## config.mk

```make
export PLATFORM = sky130hd
export DESIGN_NAME = axi_ethernet_v3_01_a_ipic_decode_mux
export DESIGN_NICKNAME = d
export VERILOG_FILES = /design/src/rtl/axi_ethernet_v3_01_a_ipic_decode_mux.sv
export SDC_FILE = /design/constraint.sdc
export NUM_CORES = 1
export LEC_CHECK = 0
export CAP_MARGIN = 20
export CORE_ASPECT_RATIO = 0.5
export CORE_MARGIN = 10
export CORE_UTILIZATION = 36
export CTS_CLUSTER_DIAMETER = 40
export CTS_CLUSTER_SIZE = 25
export DETAILED_ROUTE_END_ITERATION = 10
export PLACE_DENSITY = 0.82
export SLEW_MARGIN = 20
export SYNTH_ARGS = -nofsm -noshare
export SYNTH_HDL_FRONTEND = slang
export SYNTH_SLANG_ARGS = --single-unit
```

## constraint.sdc

```tcl
create_clock -name bus2ip_clk -period 2 [get_ports bus2ip_clk]
set_input_delay 0.3 -clock bus2ip_clk [delete_from_list [all_inputs] [get_ports bus2ip_clk]]
set_output_delay 0.3 -clock bus2ip_clk [all_outputs]
set_load 0.005 [all_outputs]
```

## src/rtl/axi_ethernet_v3_01_a_ipic_decode_mux.sv

```systemverilog
// IPIC address decoder and ack/data return mux
// in front of the Ethernet register blocks.
module axi_ethernet_v3_01_a_ipic_decode_mux #(
  parameter int C_NUM_SLAVES = 4,
  parameter int C_ADDR_WIDTH = 12,
  parameter int C_DATA_WIDTH = 32,
  parameter logic [C_NUM_SLAVES*C_ADDR_WIDTH-1:0] C_BASE_ADDRS = 48'h700_600_400_200,
  parameter logic [C_NUM_SLAVES*C_ADDR_WIDTH-1:0] C_ADDR_MASKS = 48'h700_700_600_600,
  parameter int C_TIMEOUT = 64
) (
  input  logic bus2ip_clk,
  input  logic bus2ip_resetn,
  input  logic [C_ADDR_WIDTH-1:0] bus2ip_addr,
  input  logic bus2ip_cs,
  input  logic bus2ip_rdce,
  input  logic bus2ip_wrce,
  output logic [C_NUM_SLAVES-1:0] bus2ip_cs_int,
  output logic [C_NUM_SLAVES-1:0] bus2ip_rdce_int,
  output logic [C_NUM_SLAVES-1:0] bus2ip_wrce_int,
  input  logic [C_NUM_SLAVES-1:0] ip2bus_rdack_s,
  input  logic [C_NUM_SLAVES-1:0] ip2bus_wrack_s,
  input  logic [C_NUM_SLAVES-1:0] ip2bus_error_s,
  input  logic [C_NUM_SLAVES*C_DATA_WIDTH-1:0] ip2bus_data_s,
  output logic ip2bus_rdack,
  output logic ip2bus_wrack,
  output logic ip2bus_error,
  output logic [C_DATA_WIDTH-1:0] ip2bus_data,
  output logic timeout_pulse
);

  localparam int NS = C_NUM_SLAVES;
  localparam int AW = C_ADDR_WIDTH;
  localparam int DW = C_DATA_WIDTH;
  localparam int CW = (C_TIMEOUT < 2) ? 1 : $clog2(C_TIMEOUT + 1);

  typedef enum logic [1:0] {IDLE, BUSY, DONE} state_t;

  state_t state_q, state_d;
  logic [CW-1:0] cnt_q, cnt_d;
  logic [NS-1:0] hit, hit_oh;
  logic [NS-1:0] cs_d, rdi_d, wri_d;
  logic rdack_d, wrack_d, err_d, tp_d;
  logic [DW-1:0] data_d, sel_data;
  logic req, any, sel_rd, sel_wr, sel_err, expire;

  assign any = bus2ip_cs & (bus2ip_rdce | bus2ip_wrce);
  assign req = bus2ip_cs & (bus2ip_rdce ^ bus2ip_wrce);

  // Scan downward so the lowest-index hit is the last one kept
  always_comb begin
    hit = '0;
    hit_oh = '0;
    for (int i = NS - 1; i >= 0; i--) begin
      hit[i] = (bus2ip_addr & C_ADDR_MASKS[i*AW +: AW])
               == C_BASE_ADDRS[i*AW +: AW];
      if (hit[i]) begin
        hit_oh = '0;
        hit_oh[i] = 1'b1;
      end
    end
  end

  always_comb begin
    sel_data = '0;
    for (int i = 0; i < NS; i++)
      if (bus2ip_rdce_int[i])
        sel_data = sel_data | ip2bus_data_s[i*DW +: DW];
  end

  assign sel_rd  = |(ip2bus_rdack_s & bus2ip_rdce_int);
  assign sel_wr  = |(ip2bus_wrack_s & bus2ip_wrce_int);
  assign sel_err = |(ip2bus_error_s & bus2ip_cs_int);
  assign expire  = (C_TIMEOUT > 0) && (cnt_q == CW'(1));

  always_ff @(posedge bus2ip_clk or negedge bus2ip_resetn) begin
    if (!bus2ip_resetn) begin
      state_q <= IDLE;
      cnt_q <= '0;
      bus2ip_cs_int <= '0;
      bus2ip_rdce_int <= '0;
      bus2ip_wrce_int <= '0;
      ip2bus_rdack <= 1'b0;
      ip2bus_wrack <= 1'b0;
      ip2bus_error <= 1'b0;
      ip2bus_data <= '0;
      timeout_pulse <= 1'b0;
    end else begin
      state_q <= state_d;
      cnt_q <= cnt_d;
      bus2ip_cs_int <= cs_d;
      bus2ip_rdce_int <= rdi_d;
      bus2ip_wrce_int <= wri_d;
      ip2bus_rdack <= rdack_d;
      ip2bus_wrack <= wrack_d;
      ip2bus_error <= err_d;
      ip2bus_data <= data_d;
      timeout_pulse <= tp_d;
    end
  end

  always_comb begin
    state_d = state_q;
    unique case (state_q)
      IDLE:
        if (any)
          state_d = (req && (|hit)) ? BUSY : DONE;
      BUSY:
        if (!bus2ip_cs)
          state_d = IDLE;
        else if (sel_rd || sel_wr || expire)
          state_d = DONE;
      DONE:
        if (!any)
          state_d = IDLE;
      default:
        state_d = IDLE;
    endcase
  end

  always_comb begin
    cnt_d = cnt_q;
    cs_d = '0;
    rdi_d = '0;
    wri_d = '0;
    rdack_d = 1'b0;
    wrack_d = 1'b0;
    err_d = 1'b0;
    data_d = '0;
    tp_d = 1'b0;
    unique case (state_q)
      IDLE:
        if (req && (|hit)) begin
          cs_d = hit_oh;
          rdi_d = bus2ip_rdce ? hit_oh : '0;
          wri_d = bus2ip_wrce ? hit_oh : '0;
          cnt_d = CW'(C_TIMEOUT);
        end else if (any) begin
          rdack_d = bus2ip_rdce & ~bus2ip_wrce;
          wrack_d = bus2ip_wrce;
          err_d = 1'b1;
        end
      BUSY:
        if (!bus2ip_cs) begin
          cnt_d = '0;
        end else if (sel_rd || sel_wr) begin
          rdack_d = sel_rd;
          wrack_d = sel_wr;
          err_d = sel_err;
          data_d = sel_rd ? sel_data : '0;
        end else if (expire) begin
          rdack_d = |bus2ip_rdce_int;
          wrack_d = |bus2ip_wrce_int;
          err_d = 1'b1;
          tp_d = 1'b1;
        end else begin
          cs_d = bus2ip_cs_int;
          rdi_d = bus2ip_rdce_int;
          wri_d = bus2ip_wrce_int;
          if (C_TIMEOUT > 0)
            cnt_d = cnt_q - CW'(1);
        end
      default: ;
    endcase
  end

endmodule

```

* Yosys cells after proc, flatten, opt, wreduce, memory -nomap -nowiden
Cells that the tools add are included. W data, S select, Z words.
Cells by class: add/subtract/negate cells 1, eq/ne operators 14, multiplexer cells 55, bitwise gates (word level) 12, reductions and logical operators 13
Operators with widths (number):
- $mux W32 | 8
- $or A32 B32 Y32 | 3
- $mux W4 | 12
- $mux W7 | 4
- $pmux W4 S2 | 3
- $reduce_or A4 Y1 | 6
- $mux W1 | 18
- $pmux W7 S2 | 1
- $and A4 B4 Y4 | 3
- $mux W2 | 5
- $ne A3 B3 Y1 const B | 3
- $eq A7 B1 Y1 const B | 1
- $sub A7 B1 Y7 const B | 1
- $eq A3 B3 Y1 const B | 2
- $ne A2 B2 Y1 const B | 3
- $pmux W1 S2 | 3
- $pmux W2 S3 | 1
- $eq A2 B1 Y1 const B | 2
- $eq A2 B2 Y1 const B | 2
- $ne A4 B4 Y1 const B | 1
- $reduce_and A4 Y1 | 1
- $and A1 B1 Y1 | 3
- $reduce_and A3 Y1 | 1
- $logic_not A2 Y1 | 1
- 6 further kinds | 7
Word-level totals: flip-flop bits (word level) 57, bits of input ports 157, output and inout bits 48, word-level logic and storage cells 105

* Logic depth before layout (Yosys ltp)
depth in word-level cells 11, gate-level depth with buffers 7, depth with buffers taken out 6

* Worst setup path before layout
Ideal clock, no wire load.
kind reg2reg, start point register cnt_q[1], end point register cnt_q[6], library setup time 94 ps, arrival time 1516 ps, required time 1906 ps, slack 390 ps, stages on the path, launching flop included 7, buffers on the path 0, period minus slack after synthesis 1610 ps, cells stage by stage dfrtp_1 > inv_1 > ha_1 > nor2b_1 > a21bo_4 > or3_1 > a211oi_1
Between the ends: word-level cells in the longest chain between the ends 5, elaborated cells on any way between the ends 8, those cells by class add/sub: 1; eq/ne: 2; mux: 4; reduce/logical: 1
RTL lines:
- start: declaration | line 39 | logic [CW-1:0] cnt_q, cnt_d;
- start signal: assignment | line 89 | cnt_q <= cnt_d;
- $sub A7 B1 Y7 | line 160 | cnt_d = cnt_q - CW'(1);
- $mux W7 | line 150 | end else if (expire) begin
- $mux W7 | line 145 | end else if (sel_rd || sel_wr) begin
- $mux W7 | line 143 | if (!bus2ip_cs) begin
- $pmux W7 S2 | line 130 | unique case (state_q)
Several ways; a longest one is shown, not always the timed one. The select of a mux whose other input is x is not followed. A chain may end at the register's enable or synchronous reset.

* Worst setup path after layout
start point register bus2ip_rdce_int[1], end point output bus2ip_rdce_int[1]
RTL lines:
- start: declaration | line 18 | output logic [C_NUM_SLAVES-1:0] bus2ip_rdce_int,
- start signal: assignment | line 91 | bus2ip_rdce_int <= rdi_d;
No word-level cell between the ends.

==> flow_summary.ini <==
[synth]
yosysTopAreaCellShare_pct = 48.22
syn_area_per_cell_sq_um = 10.38
synth_top_family_by_area = compound AO/OA/AOI/OAI gates
yosys_warnings = 0
synth_mux_area_share_pct = 0
yosysTopAreaCell = dfrtp_1
netlist-cell-type-count = 49
synth_edf_count = 0
synth_fp_nets = 446
synth_compound_area_share_pct = 35.36
ys.flop_type = dfrtp_1
synth_area_leaders = dfrtp_1 (48%), a22oi_1 (17%), a21oi_1 (5.8%)
synth_fa_ha_area_share_pct = 1.692
ys_ff_latch = 57
seq_area_frac_synth_pct = 48.22
async_flop_share_pct = 100.0
synth-xor-area-share_pct = 0
syn_area_sq_um = 2958
synth_cells = 285
yosys.area_share.simple_pct = 10.19

[power]
p_clk_share_pct = 39.8
seq_power_share_pct = 37.4
cellPowerDensity_nw_per_um2 = 642.2
p_sw_share_pct = 25.20
p_sw_uw = 875.3
leakagePower_uw = 0.002174
finalPower_uw = 3474
combPwrFrac_pct = 22.7
ir_drop_mv = 0.4849
internal-power_uw = 2599

[drt]
drt-vias-per-instance = 5.366
num_vias = 3268
first_pass_iters = 4
detail-route-antenna-nets = 0
drc = 0
wl_per_cell_microns = 20.87
wirelength_mm = 12.71
drt_iter0_drc = 154

[clocking]
insertion_delay_ps = 320
cts_tree = done
path_clk_slew_ps = 50
clock-root-buffer = clkbuf_16
htreeDepth = 3
clkSinkCount = 57
cts_buffers = 9
cts_repair_resize_count = 0
cts.path.max_buffers = 2

[placement]
port_buffers = 195
place_congestion = 0.8095
placed_area_sq_um = 5129
place_ws_ps = -45.18
hpwl_mm = 9.956

[final_layout]
multi_input_area_sq_um = 1398
drive_gt1_share_pct = 10.26
stdcell_area_sq_um = 5409
fin_nets = 656
final_util_pct = 67.61
n_antenna_cell = 0
areaGrowthSynthToFinish_pct = 82.87
ff_latch_area_sq_um = 1426
fill_cells = 622

[sta]
rsz0062_at_grt = no
worstMarginPinSlew_ps = 474.5
setup_viol = 0
max_freq_mhz = 532.8
relSlewSlack_pct = 68.37
fin_ws_ps = 123.3
finalCritPeriodShare_pct = 93.84
drv_slew = 0
finalSetupTns_ps = 0
final.setup_skew_ps = 7.100
finalHoldViolCount = 0
min_period_ps = 1877

[critical_path]
required_ps = 1700
setup.worst_path.end = bus2ip_rdce_int[1]
worstPathMaxFanout = 24
r2r-end = cnt_q[2]$_DFFE_PN0P_
reg2reg_from = cnt_q[1]$_DFFE_PN0P_
ff2ff_path_depth = 7
critical_path_class = register to primary output
cp-start-kind = register
reg2reg_slack_ps = 190
critPathLaunch = bus2ip_rdce_int[1]$_DFFE_PN0P_
crit_arrival_ps = 1580
crit_path_end_kind = primary output

[grt]
grt_pass1_wl_mm = 19.55
grt_pass1_vias = 3372
grt_max_degree = 34
antenna_found_initial = 0
grt.total_usage_pct = 19.68
gr-total-overflow = 0

[job]
cap_violations = 0

[floorplan]
die_area_sq_um = 12460
floorplan.die.height_microns = 84.10
core_sq_um = 8000
row_count = 23
die_w_microns = 148.2
initial_utilization_pct = 36.97
num_io_pins = 205

[outcome]
status = finished clean

[worst_hold_path]
hp-class = input pin to async pin
## kinds of logic after synthesis
group / count (synthesis)
adder cells (fa/ha/maj): 4
AO/OA/AOI/OAI: 143
buffers and inverters: 29
flip-flops: 57
AND/OR/NAND/NOR: 52
## what timing repair did
action | CTS | global route
hold endpoints to repair | 18 | 0
hold buffers | 1 | 0
setup buffers | 0 | 0
## critical path: stages (launching register included)
cell	delay [ps]
dfrtp_1	380
buf_4	310
clkdlybuf4s50_1	570
## worst min-delay path by stage
stage	startpoint	endpoint	slack [ps]	depth (start not counted)
floorplan	bus2ip_resetn	bus2ip_cs_int[0]$_DFFE_PN0P_	4	0
global placement	bus2ip_resetn	ip2bus_wrack$_DFF_PN0_	280	1
detailed placement	bus2ip_resetn	ip2bus_data[0]$_DFF_PN0_	280	1
CTS	bus2ip_resetn	ip2bus_data[18]$_DFF_PN0_	490	2
global route	bus2ip_resetn	ip2bus_data[0]$_DFF_PN0_	520	2
finish	bus2ip_resetn	ip2bus_data[0]$_DFF_PN0_	490	2
## metal layers
metal | vias to the layer above | share of wire, % | global-route usage (%)
li1 | 1543 | - | -
met1 | 1596 | 40 | 22.33
met2 | 116 | 54 | 36.12
met3 | 13 | 4.8 | 4.437
met4 | 0 | 1.4 | 5.367
met5 | - | 0 | 0
## synth_stat cells (2+ instances only)
| cell type | number |
|---|---|
| ha_1 | 4 |
| dfrtp_1 | 57 |
| a22o_1 | 8 |
| or4_1 | 2 |
| inv_1 | 6 |
| and3_1 | 3 |
| buf_6 | 2 |
| a21oi_1 | 34 |
| nor4_1 | 3 |
| a22oi_4 | 2 |
| buf_1 | 2 |
| nor2_1 | 7 |
| a22oi_1 | 68 |
| nand3_1 | 4 |
| nand2b_1 | 2 |
| nand2_1 | 12 |
| nor3_1 | 7 |
| clkbuf_1 | 11 |
| nand3b_1 | 2 |
| buf_2 | 8 |
| nand4_1 | 2 |
| o211ai_1 | 5 |
| a21o_1 | 4 |
| o21ai_0 | 5 |
## stage by stage
step                      instances  hold WS (ps)
final                           609         490.7
after CTS                       609         488.0
after detailed placement        595         283.0
after global routing            609         517.5
after floorplan                 285         4.409
after global placement          595         275.0
## area by class of cell
cell class	instances	area share, %
Tap cell	112	2.591
Inverter	6	0.4164
Sequential cell	57	26.37
Clock buffer	13	4.997
Timing Repair Buffer	222	39.79
Multi-Input combinational cell	199	25.84
## power groups by stage
stage	combinational, uW	sequential (uW)	clock [uW]
floorplan	332	1300	0
global placement	752	1310	0
detailed placement	775	1320	0
CTS	789	1300	1410
global route	862	1310	1460
finish	790	1300	1380
## registers in the layout, indices dropped and copies added (netlist names), 2 cells and up
signal / flops
bus2ip_cs_int: 4
bus2ip_rdce_int: 4
state_q: 2
cnt_q: 7
bus2ip_wrce_int: 4
ip2bus_data: 32
## cell usage in the layout (no fill, tap or decap), types with 2 or more instances in the layout
cell type        Yosys  layout
clkbuf_16            0       9
nor4_1               3       3
nor3_1               7       7
nand3b_1             2       2
a21oi_1             34      34
dfrtp_1             57      57
and3_1               3       3
a22o_1               8       8
clkdlybuf4s50_1      0     194
nand4_1              2       2
nor2_1               7       7
nand3_1              4       4
a21o_1               4       4
nand2_1             12      12
o21ai_0              5       5
a22oi_4              2       2
inv_1                6       6
or4_1                2       2
buf_4                0      26
nand2b_1             2       2
o211ai_1             5       5
ha_1                 4       4
clkbuf_8             0       3
a22oi_1             68      68
Note: power is estimated with default switching activity, not from simulation.
